**src/rtl/sap1_controller_sequencer_if.sv**
```systemverilog
// Control bundle between the SAP-1 sequencer and its datapath.
// The datapath supplies the IR opcode and receives the strobes and state.
interface sap1_controller_sequencer_if;
  logic [3:0] opcode;
  logic       pc_inc, pc_en, mar_load, ram_en, ir_load, ir_en;
  logic       loada, enable, loadb, sub, alu_en, out_load;
  logic [5:0] t_state;
  logic       halted;

  modport master (
    input  opcode,
    output pc_inc, pc_en, mar_load, ram_en, ir_load, ir_en,
           loada, enable, loadb, sub, alu_en, out_load, t_state, halted
  );
  modport slave (
    output opcode,
    input  pc_inc, pc_en, mar_load, ram_en, ir_load, ir_en,
           loada, enable, loadb, sub, alu_en, out_load, t_state, halted
  );
endinterface

```
**src/rtl/sap1_controller_sequencer.sv**
```systemverilog
// SAP-1 control unit: 6-state one-hot ring (T1..T6) with combinational
// strobe decode from ring state and live opcode; HLT freezes the ring at T4.
module sap1_controller_sequencer #(
  parameter logic [3:0] OP_LDA = 4'b0000,
  parameter logic [3:0] OP_ADD = 4'b0001,
  parameter logic [3:0] OP_SUB = 4'b0010,
  parameter logic [3:0] OP_OUT = 4'b1110,
  parameter logic [3:0] OP_HLT = 4'b1111
) (
  input  logic                           clk,
  input  logic                           rst,
  sap1_controller_sequencer_if.master    bus
);

  typedef enum logic [5:0] {
    T1 = 6'b000001, T2 = 6'b000010, T3 = 6'b000100,
    T4 = 6'b001000, T5 = 6'b010000, T6 = 6'b100000
  } tstate_e;

  tstate_e state;
  logic    halted;

  always_ff @(posedge clk or negedge rst) begin
    if (!rst) begin
      state  <= T1;
      halted <= 1'b0;
    end else if (!halted) begin
      if (state == T4 && bus.opcode == OP_HLT) halted <= 1'b1;
      else begin
        case (state)
          T1:      state <= T2;
          T2:      state <= T3;
          T3:      state <= T4;
          T4:      state <= T5;
          T5:      state <= T6;
          default: state <= T1;
        endcase
      end
    end
  end

  assign bus.t_state = state;
  assign bus.halted  = halted;

  // Strobes are gated by rst so they drop the instant reset asserts.
  always_comb begin
    bus.pc_inc = 1'b0; bus.pc_en  = 1'b0; bus.mar_load = 1'b0;
    bus.ram_en = 1'b0; bus.ir_load = 1'b0; bus.ir_en  = 1'b0;
    bus.loada  = 1'b0; bus.enable = 1'b0; bus.loadb    = 1'b0;
    bus.sub    = 1'b0; bus.alu_en = 1'b0; bus.out_load = 1'b0;
    if (rst && !halted) begin
      case (state)
        T1: begin bus.pc_en = 1'b1; bus.mar_load = 1'b1; end
        T2: bus.pc_inc = 1'b1;
        T3: begin bus.ram_en = 1'b1; bus.ir_load = 1'b1; end
        T4: begin
          if (bus.opcode == OP_LDA || bus.opcode == OP_ADD || bus.opcode == OP_SUB) begin
            bus.ir_en = 1'b1; bus.mar_load = 1'b1;
          end else if (bus.opcode == OP_OUT) begin
            bus.enable = 1'b1; bus.out_load = 1'b1;
          end
        end
        T5: begin
          if (bus.opcode == OP_LDA) begin
            bus.ram_en = 1'b1; bus.loada = 1'b1;
          end else if (bus.opcode == OP_ADD || bus.opcode == OP_SUB) begin
            bus.ram_en = 1'b1; bus.loadb = 1'b1;
            bus.sub    = (bus.opcode == OP_SUB);
          end
        end
        T6: begin
          // sub already held in T5 so the ALU result is settled here.
          if (bus.opcode == OP_ADD || bus.opcode == OP_SUB) begin
            bus.alu_en = 1'b1; bus.loada = 1'b1;
            bus.sub    = (bus.opcode == OP_SUB);
          end
        end
        default: ;
      endcase
    end
  end

endmodule
```
**src/flat_wrapper.sv**
```systemverilog
// flat-port wrapper written by rule: the top's interface ports become plain ports
module sap1_controller_sequencer_flat 
#(
  parameter logic [3:0] OP_LDA = 4'b0000,
  parameter logic [3:0] OP_ADD = 4'b0001,
  parameter logic [3:0] OP_SUB = 4'b0010,
  parameter logic [3:0] OP_OUT = 4'b1110,
  parameter logic [3:0] OP_HLT = 4'b1111
)
  (clk, rst, bus_opcode, bus_pc_inc, bus_pc_en, bus_mar_load, bus_ram_en, bus_ir_load, bus_ir_en, bus_loada, bus_enable, bus_loadb, bus_sub, bus_alu_en, bus_out_load, bus_t_state, bus_halted);
  sap1_controller_sequencer_if bus_i ();
  input  logic clk;
  input  logic rst;
  input wire logic [$bits(bus_i.opcode)-1:0] bus_opcode;
  output wire logic [$bits(bus_i.pc_inc)-1:0] bus_pc_inc;
  output wire logic [$bits(bus_i.pc_en)-1:0] bus_pc_en;
  output wire logic [$bits(bus_i.mar_load)-1:0] bus_mar_load;
  output wire logic [$bits(bus_i.ram_en)-1:0] bus_ram_en;
  output wire logic [$bits(bus_i.ir_load)-1:0] bus_ir_load;
  output wire logic [$bits(bus_i.ir_en)-1:0] bus_ir_en;
  output wire logic [$bits(bus_i.loada)-1:0] bus_loada;
  output wire logic [$bits(bus_i.enable)-1:0] bus_enable;
  output wire logic [$bits(bus_i.loadb)-1:0] bus_loadb;
  output wire logic [$bits(bus_i.sub)-1:0] bus_sub;
  output wire logic [$bits(bus_i.alu_en)-1:0] bus_alu_en;
  output wire logic [$bits(bus_i.out_load)-1:0] bus_out_load;
  output wire logic [$bits(bus_i.t_state)-1:0] bus_t_state;
  output wire logic [$bits(bus_i.halted)-1:0] bus_halted;
  assign bus_i.opcode = bus_opcode;
  assign bus_pc_inc = bus_i.pc_inc;
  assign bus_pc_en = bus_i.pc_en;
  assign bus_mar_load = bus_i.mar_load;
  assign bus_ram_en = bus_i.ram_en;
  assign bus_ir_load = bus_i.ir_load;
  assign bus_ir_en = bus_i.ir_en;
  assign bus_loada = bus_i.loada;
  assign bus_enable = bus_i.enable;
  assign bus_loadb = bus_i.loadb;
  assign bus_sub = bus_i.sub;
  assign bus_alu_en = bus_i.alu_en;
  assign bus_out_load = bus_i.out_load;
  assign bus_t_state = bus_i.t_state;
  assign bus_halted = bus_i.halted;
  sap1_controller_sequencer #(.OP_LDA(OP_LDA), .OP_ADD(OP_ADD), .OP_SUB(OP_SUB), .OP_OUT(OP_OUT), .OP_HLT(OP_HLT)) u_core (.clk(clk), .rst(rst), .bus(bus_i));
endmodule
```
**config.mk**
```make
export PLATFORM = sky130hd
export DESIGN_NAME = sap1_controller_sequencer_flat
export DESIGN_NICKNAME = d
export VERILOG_FILES = /design/src/rtl/sap1_controller_sequencer_if.sv /design/src/rtl/sap1_controller_sequencer.sv /design/src/flat_wrapper.sv
export SDC_FILE = /design/constraint.sdc
export NUM_CORES = 1
export LEC_CHECK = 0
export ABC_AREA = 1
export CORE_UTILIZATION = 39
export CTS_CLUSTER_SIZE = 12
export DETAILED_ROUTE_END_ITERATION = 7
export PLACE_DENSITY = 0.77
export SLEW_MARGIN = 10
export SYNTH_ARGS = -nofsm -noshare
export SYNTH_HDL_FRONTEND = slang
export SYNTH_SLANG_ARGS = --single-unit
```
**constraint.sdc**
```tcl
create_clock -name clk -period 2.2 [get_ports clk]
set_input_delay 0.66 -clock clk [delete_from_list [all_inputs] [get_ports clk]]
set_output_delay 0.66 -clock clk [all_outputs]
set_load 0.02 [all_outputs]
```
==> flow_summary_export.csv <==
group,metric,value,unit
global_route,grt_max_degree,14,
global_route,track_usage,27.7,%
cts,clock_latency,0.25,ns
layout,num_antenna_cells,0,
yosys,synth_area,526,um2
worst_setup_path,crit_arrival,1.54,ns
die,coreArea,0.00117,mm2
sta,report.final.slew_viol_count,0,
cts,postCtsSetupBuffers,0,
global_route,grt_pass1_vias,635,
detailed_routing,drc_errors,0,
placed_design,post-place-ws,-0.859,ns
die,die_x,38.7,um
power,peakVddDrop,0.290,mV
placed_design,globalplace.congestion,0.838,
cts,cts.clk_slew.worst_paths,0.05,ns
yosys,syn_nets,83,
sta,whs,0.307,ns
worst_setup_path,critPathKind,"in2out",
yosys,yosys_register_bits,7,
die,start_util,44.9,%
detailed_routing,firstDrtPassIters,4,
worst_setup_path,cp_top_family,"buffers and inverters",
outcome,status,"finished, final reports clean",
detailed_routing,drt-initial-drc-count,16,
power,power.density,277,mW/mm2
detailed_routing,vias,724,
detailed_routing,routed_via_density,5.10,
layout,syn_to_final_growth,87.9,%
global_route,overflow,0,
die,die_h,38.7,um
cts,cts_made_buffers,3,
layout,drive_gt1_share,51.6,%
placed_design,io_buffers,24,
cts,clockBufferDepth,2,
sta,period_share,99.9,%
yosys,ys_warn_count,0,
global_route,grt_pass1_wl,2860,um
sta,fmax,455,MHz
layout,num-nets-final,135,
layout,final_util,84.3,%
sta,fin_worst_skew,0.00442,ns
detailed_routing,wl,1990,um
worst_setup_path,critPathBufInv,3,
cts,cts_tree,"yes",
sta,maxSlewHeadroom,76.3,%
layout,nFillCells,76,
die,io_pins,25,
worst_setup_path,required,1.54,ns
yosys,ys_seq_area_share,33.6,%
sta,hold_viol,0,
placed_design,place_hpwl,1340,um
worst_setup_path,endpoint_kind,"output port",
worst_setup_path,slowest_stage,"dlygate4sd2_1",
yosys,avgSynthCellArea,6.82,um2
cts,htree_num_levels,1,
die,fp-row-count,12,
detailed_routing,antenna_left,0,
sta,min_period,2.20,ns
sta,worst_slack,0.00328,ns
yosys,synth_cells,77,
detailed_routing,routedWlPerCell,14.0,um
sta,setup_viol,0,
worst_setup_path,crit_fanout,3,
worst_setup_path,cpPeakStageDelay,0.34,ns
cts,root_buffer,"clkbuf_4",
global_route,antenna_found_initial,0,
flow_run,cap_violations,0,
power,leakage,0.533,nW
yosys,yosysUniqueCellTypes,20,
worst_setup_path,critPathLaunchType,"input port",
layout,final_cells,142,
cts,numClockSinks,7,
die,dieArea,0.00150,mm2
hold_path,min_path_type,"in2async",
worst_setup_path,path_cells,"buf_6 -> nor2_4 -> nand3_2 -> buf_6 -> nor2_1 -> dlygate4sd2_1",
sta,worstMarginPinSlew,0.354,ns
worst_setup_path,cp_common_cell,"buf_6",
placed_design,place_inst,138,
==> worst paths after layout <==
check | startpoint | endpoint | slack, ns | cells past startpoint
worst max-delay path | bus_opcode[2] | bus_ir_en | 0.003 | 6
worst min-delay path | rst | u_core.bus.t_state[3]$_DFFE_PN0P_ | 0.31 | 2
worst max register to register | u_core.bus.t_state[1]$_DFFE_PN0P_ | u_core.bus.t_state[1]$_DFFE_PN0P_ | 0.58 | 7
worst min register to register | u_core.bus.t_state[5]$_DFFE_PN0P_ | u_core.bus.t_state[5]$_DFFE_PN0P_ | 0.61 | 2
max in group asynchronous | rst | u_core.bus.t_state[0]$_DFFE_PN1P_ | 1.69 | 2
min in group clk | u_core.bus.t_state[5]$_DFFE_PN0P_ | u_core.bus.t_state[5]$_DFFE_PN0P_ | 0.61 | 2
==> routing by layer <==
layer,track usage (%),routed length [um]
met3,1.73,113
met2,49.2,1010
met1,36.7,825
met5,0,0
met4,5.17,42
==> cell families after synthesis <==
group                  synth area share, %
DFF                                   33.6
AOI/OAI and AO/OA                     12.4
buffers and inverters                 11.4
and+or+nand+nor                       42.6
==> layout by cell type, fill, tap and decap left out, drive strengths merged, types with 4 or more instances in the layout <==
cell type | Yosys | layout
buf | 2 | 38
nor2 | 18 | 18
inv | 11 | 11
o21ai | 7 | 7
clkbuf | 0 | 7
nand4 | 4 | 4
clkdlybuf4s50 | 0 | 6
nand2 | 16 | 16
nand3 | 8 | 8
dfrtp | 6 | 6
==> state kept, by name, indices dropped and copies added, names as in the netlist <==
name	count
u_core.bus.t_state	6
u_core.bus.halted	1
==> through the flow <==
step	setup TNS, ns	power (mW)	cell area (um2)
2_1_floorplan	0	0.135	533
3_3_place_gp	-8.18	0.156	960
3_5_place_dp	-8.43	0.156	960
4_1_cts	0	0.269	970
5_1_grt	-0.0471	0.283	987
6_report	0	0.273	987
==> timing repair <==
action | in CTS | in global routing
resized for setup | 65 | 25
pin swaps | 5 | 4
hold buffers | 0 | 0
setup endpoints to repair | 12 | 13
==> power by group <==
part	switching, mW	internal (mW)	total, mW
clock network	0.0455	0.0691	0.115
logic	0.0149	0.0148	0.0297
registers	0	0.129	0.129
total	0.0604	0.213	0.273
==> cell usage after synthesis <==
library cell,count,area (um2)
o21ai_0,3,15.0
a21oi_1,1,5.00
nand2_2,1,6.26
nand2_1,15,56.3
nand3_1,7,35.0
nor2_2,2,12.5
buf_4,1,7.51
inv_1,11,41.3
nand3_4,1,17.5
nand4_1,4,25.0
nor3_1,1,5.00
o21ai_2,2,17.5
o21ai_4,1,16.3
dfrtp_1,6,150
nor2_1,16,60.1
o21ai_1,1,5.00
dfstp_2,1,26.3
buf_6,1,11.3
or2_2,1,6.26
o22ai_1,1,6.26
==> cell type report <==
cell class | instances | area (um2) | area share (%)
sequential | 7 | 176 | 17.9
clock buffer | 4 | 26.3 | 2.66
inverter | 11 | 41.3 | 4.18
timing repair buffer | 49 | 384 | 38.9
multi-input combinational | 57 | 342 | 34.6
tap | 14 | 17.5 | 1.77
Power figures use the tool's default switching activity.
==> RTL edit, RTL diff (same flow settings) <==
Make the reset (`rst`) synchronous in one clocked block.
--- a/src/rtl/sap1_controller_sequencer.sv
+++ b/src/rtl/sap1_controller_sequencer.sv
@@ -21,5 +21,5 @@
   logic    halted;
 
-  always_ff @(posedge clk or negedge rst) begin
+  always_ff @(posedge clk) begin
     if (!rst) begin
       state  <= T1;
Check against the original RTL: differs if rst is asserted again (counterexample within 4 cycles, from zero or initial values and one cycle with rst low); with rst held inactive, the same outputs for 10 cycles.
==> RTL edit against the unedited design <==
Hold slack improved by 310 ps; worst setup slack improved by 41 ps; area after synthesis rose by 8.1%; synthesized cell count rose by 14%; clock skew fell by 2.9 ps; final area fell by 4.4%; sequential share of layout area fell by 3.0 points; highest routed layer unchanged; routed wire length fell by 23%; sequential cell count did not move.
Power is not compared: it rests on default switching activity, and its combinational part moved more than twofold at a synthesized area within 25%.
==> RTL edit: results (changes against the unedited design) <==
* Total power draw at 0.412 mW
* CP top delay family: simple AND/OR/NAND/NOR gates
* Worst setup startpoint: bus_opcode[1]
* Post-synth top cells: nand2_1, nor2_1, inv_1
* DRT Pass-1 Iters at 2 (-2)
* Reg-to-reg startpoint: u_core.bus.t_state[2]
* Top area cells in the synthesized netlist: dfxtp_1, nand2_1, nor2_1
* First-pass GRT wire length at 2360 µm (-17%)
* Fill count at 123 (+62%)
* Nets at 142 (+5.2%)
* All-layer global routing usage at 22.3% (-5.4 points)
* Combinational share of power at 36.8%
* Share of cells above drive strength 1 at 40.7% (-11 points)
* Post-synthesis net count at 94 (+13%)
* Routed WL at 1530 µm (-23%)
* Status: complete, no violations
* Largest net degree at the start of global routing at 9 (-5)
* Slowest CP cell: or2_1
* Layout Cells excl Fill at 150 (+5.6%)
* Most used DFF post-synth: dfxtp_1
* Clk_skew at 1.54 ps (-2.87 ps)
* Critical Path Max Stage Delay at 230 ps (-110 ps)
* GPL Wtd Cong at 0.865 (+3.3%)
* Initial drt markers at 10 (-6)
* Synth Instances at 88 (+14%)
* Cells on worst reg2reg path at 9 (+2)
* Arr. time, crit path at 1500 ps (-40 ps)
* Final HPWL DP at 1270 µm (-5.7%)
* Vias in the first global route at 589 (-7.2%)
* Asr flop ratio synth at 0% (-100 points)
* Sequential share of the synthesized area at 24.7% (-8.9 points)
## RTL edit: cell types whose count changed after synthesis, sizes merged
| cell | before | now |
|---|---|---|
| nand2 | 16 | 23 |
| and3b | 0 | 1 |
| buf | 2 | 1 |
| nand3b | 0 | 1 |
| dfrtp | 6 | 0 |
| nand3 | 8 | 7 |
| o21ai | 7 | 4 |
| dfstp | 1 | 0 |
| dfxtp | 0 | 7 |
| nand4 | 4 | 2 |
| nor2 | 18 | 25 |
| a21oi | 1 | 3 |
## RTL edit: timing repair
item,4_1_cts,5_1_grt
pin swaps,5,2
endpoints found under the setup margin,12,7
setup buffers,1,0
hold buffers,0,0
gates resized for setup,70,6
## RTL edit: area by class of cell
cell class              count  share of cell area (%)
clock buffers               4                    2.79
inverters                  11                    4.38
multi-input cells          69                    42.0
flip-flops and latches      7                    14.9
well taps                  15                    1.99
repair buffers             44                    34.0
## RTL edit: metrics by stage
step	setup slack, ps	instance area, µm²	TNS (ps)
2_1_floorplan	72.5	573	0
3_3_place_gp	-827	967	-8650
3_5_place_dp	-853	967	-8980
4_1_cts	10.2	971	0
5_1_grt	3.28	943	0
6_report	44.0	943	0
## RTL edit: worst paths after layout
check / to / slack, ps
worst min register to register: u_core.bus.t_state[4] / 610
worst max-delay path: bus_ram_en / 40
worst min-delay path: u_core.bus.t_state[4] / 610
worst max register to register: u_core.bus.t_state[5] / 830
## RTL edit: per-layer routing
metal	share of wire [%]	GRT usage [%]	vias up
met3	4.5	1.67	5
met1	43	25.2	297
met5	0	0	-
met2	50	39.1	21
met4	2.4	15.5	0
li1	-	-	373
## RTL edit: cells by family after synthesis
family / synth area share, %
simple gates: 58.8
buf+inv: 8.59
compound gates: 7.93
flops: 24.7
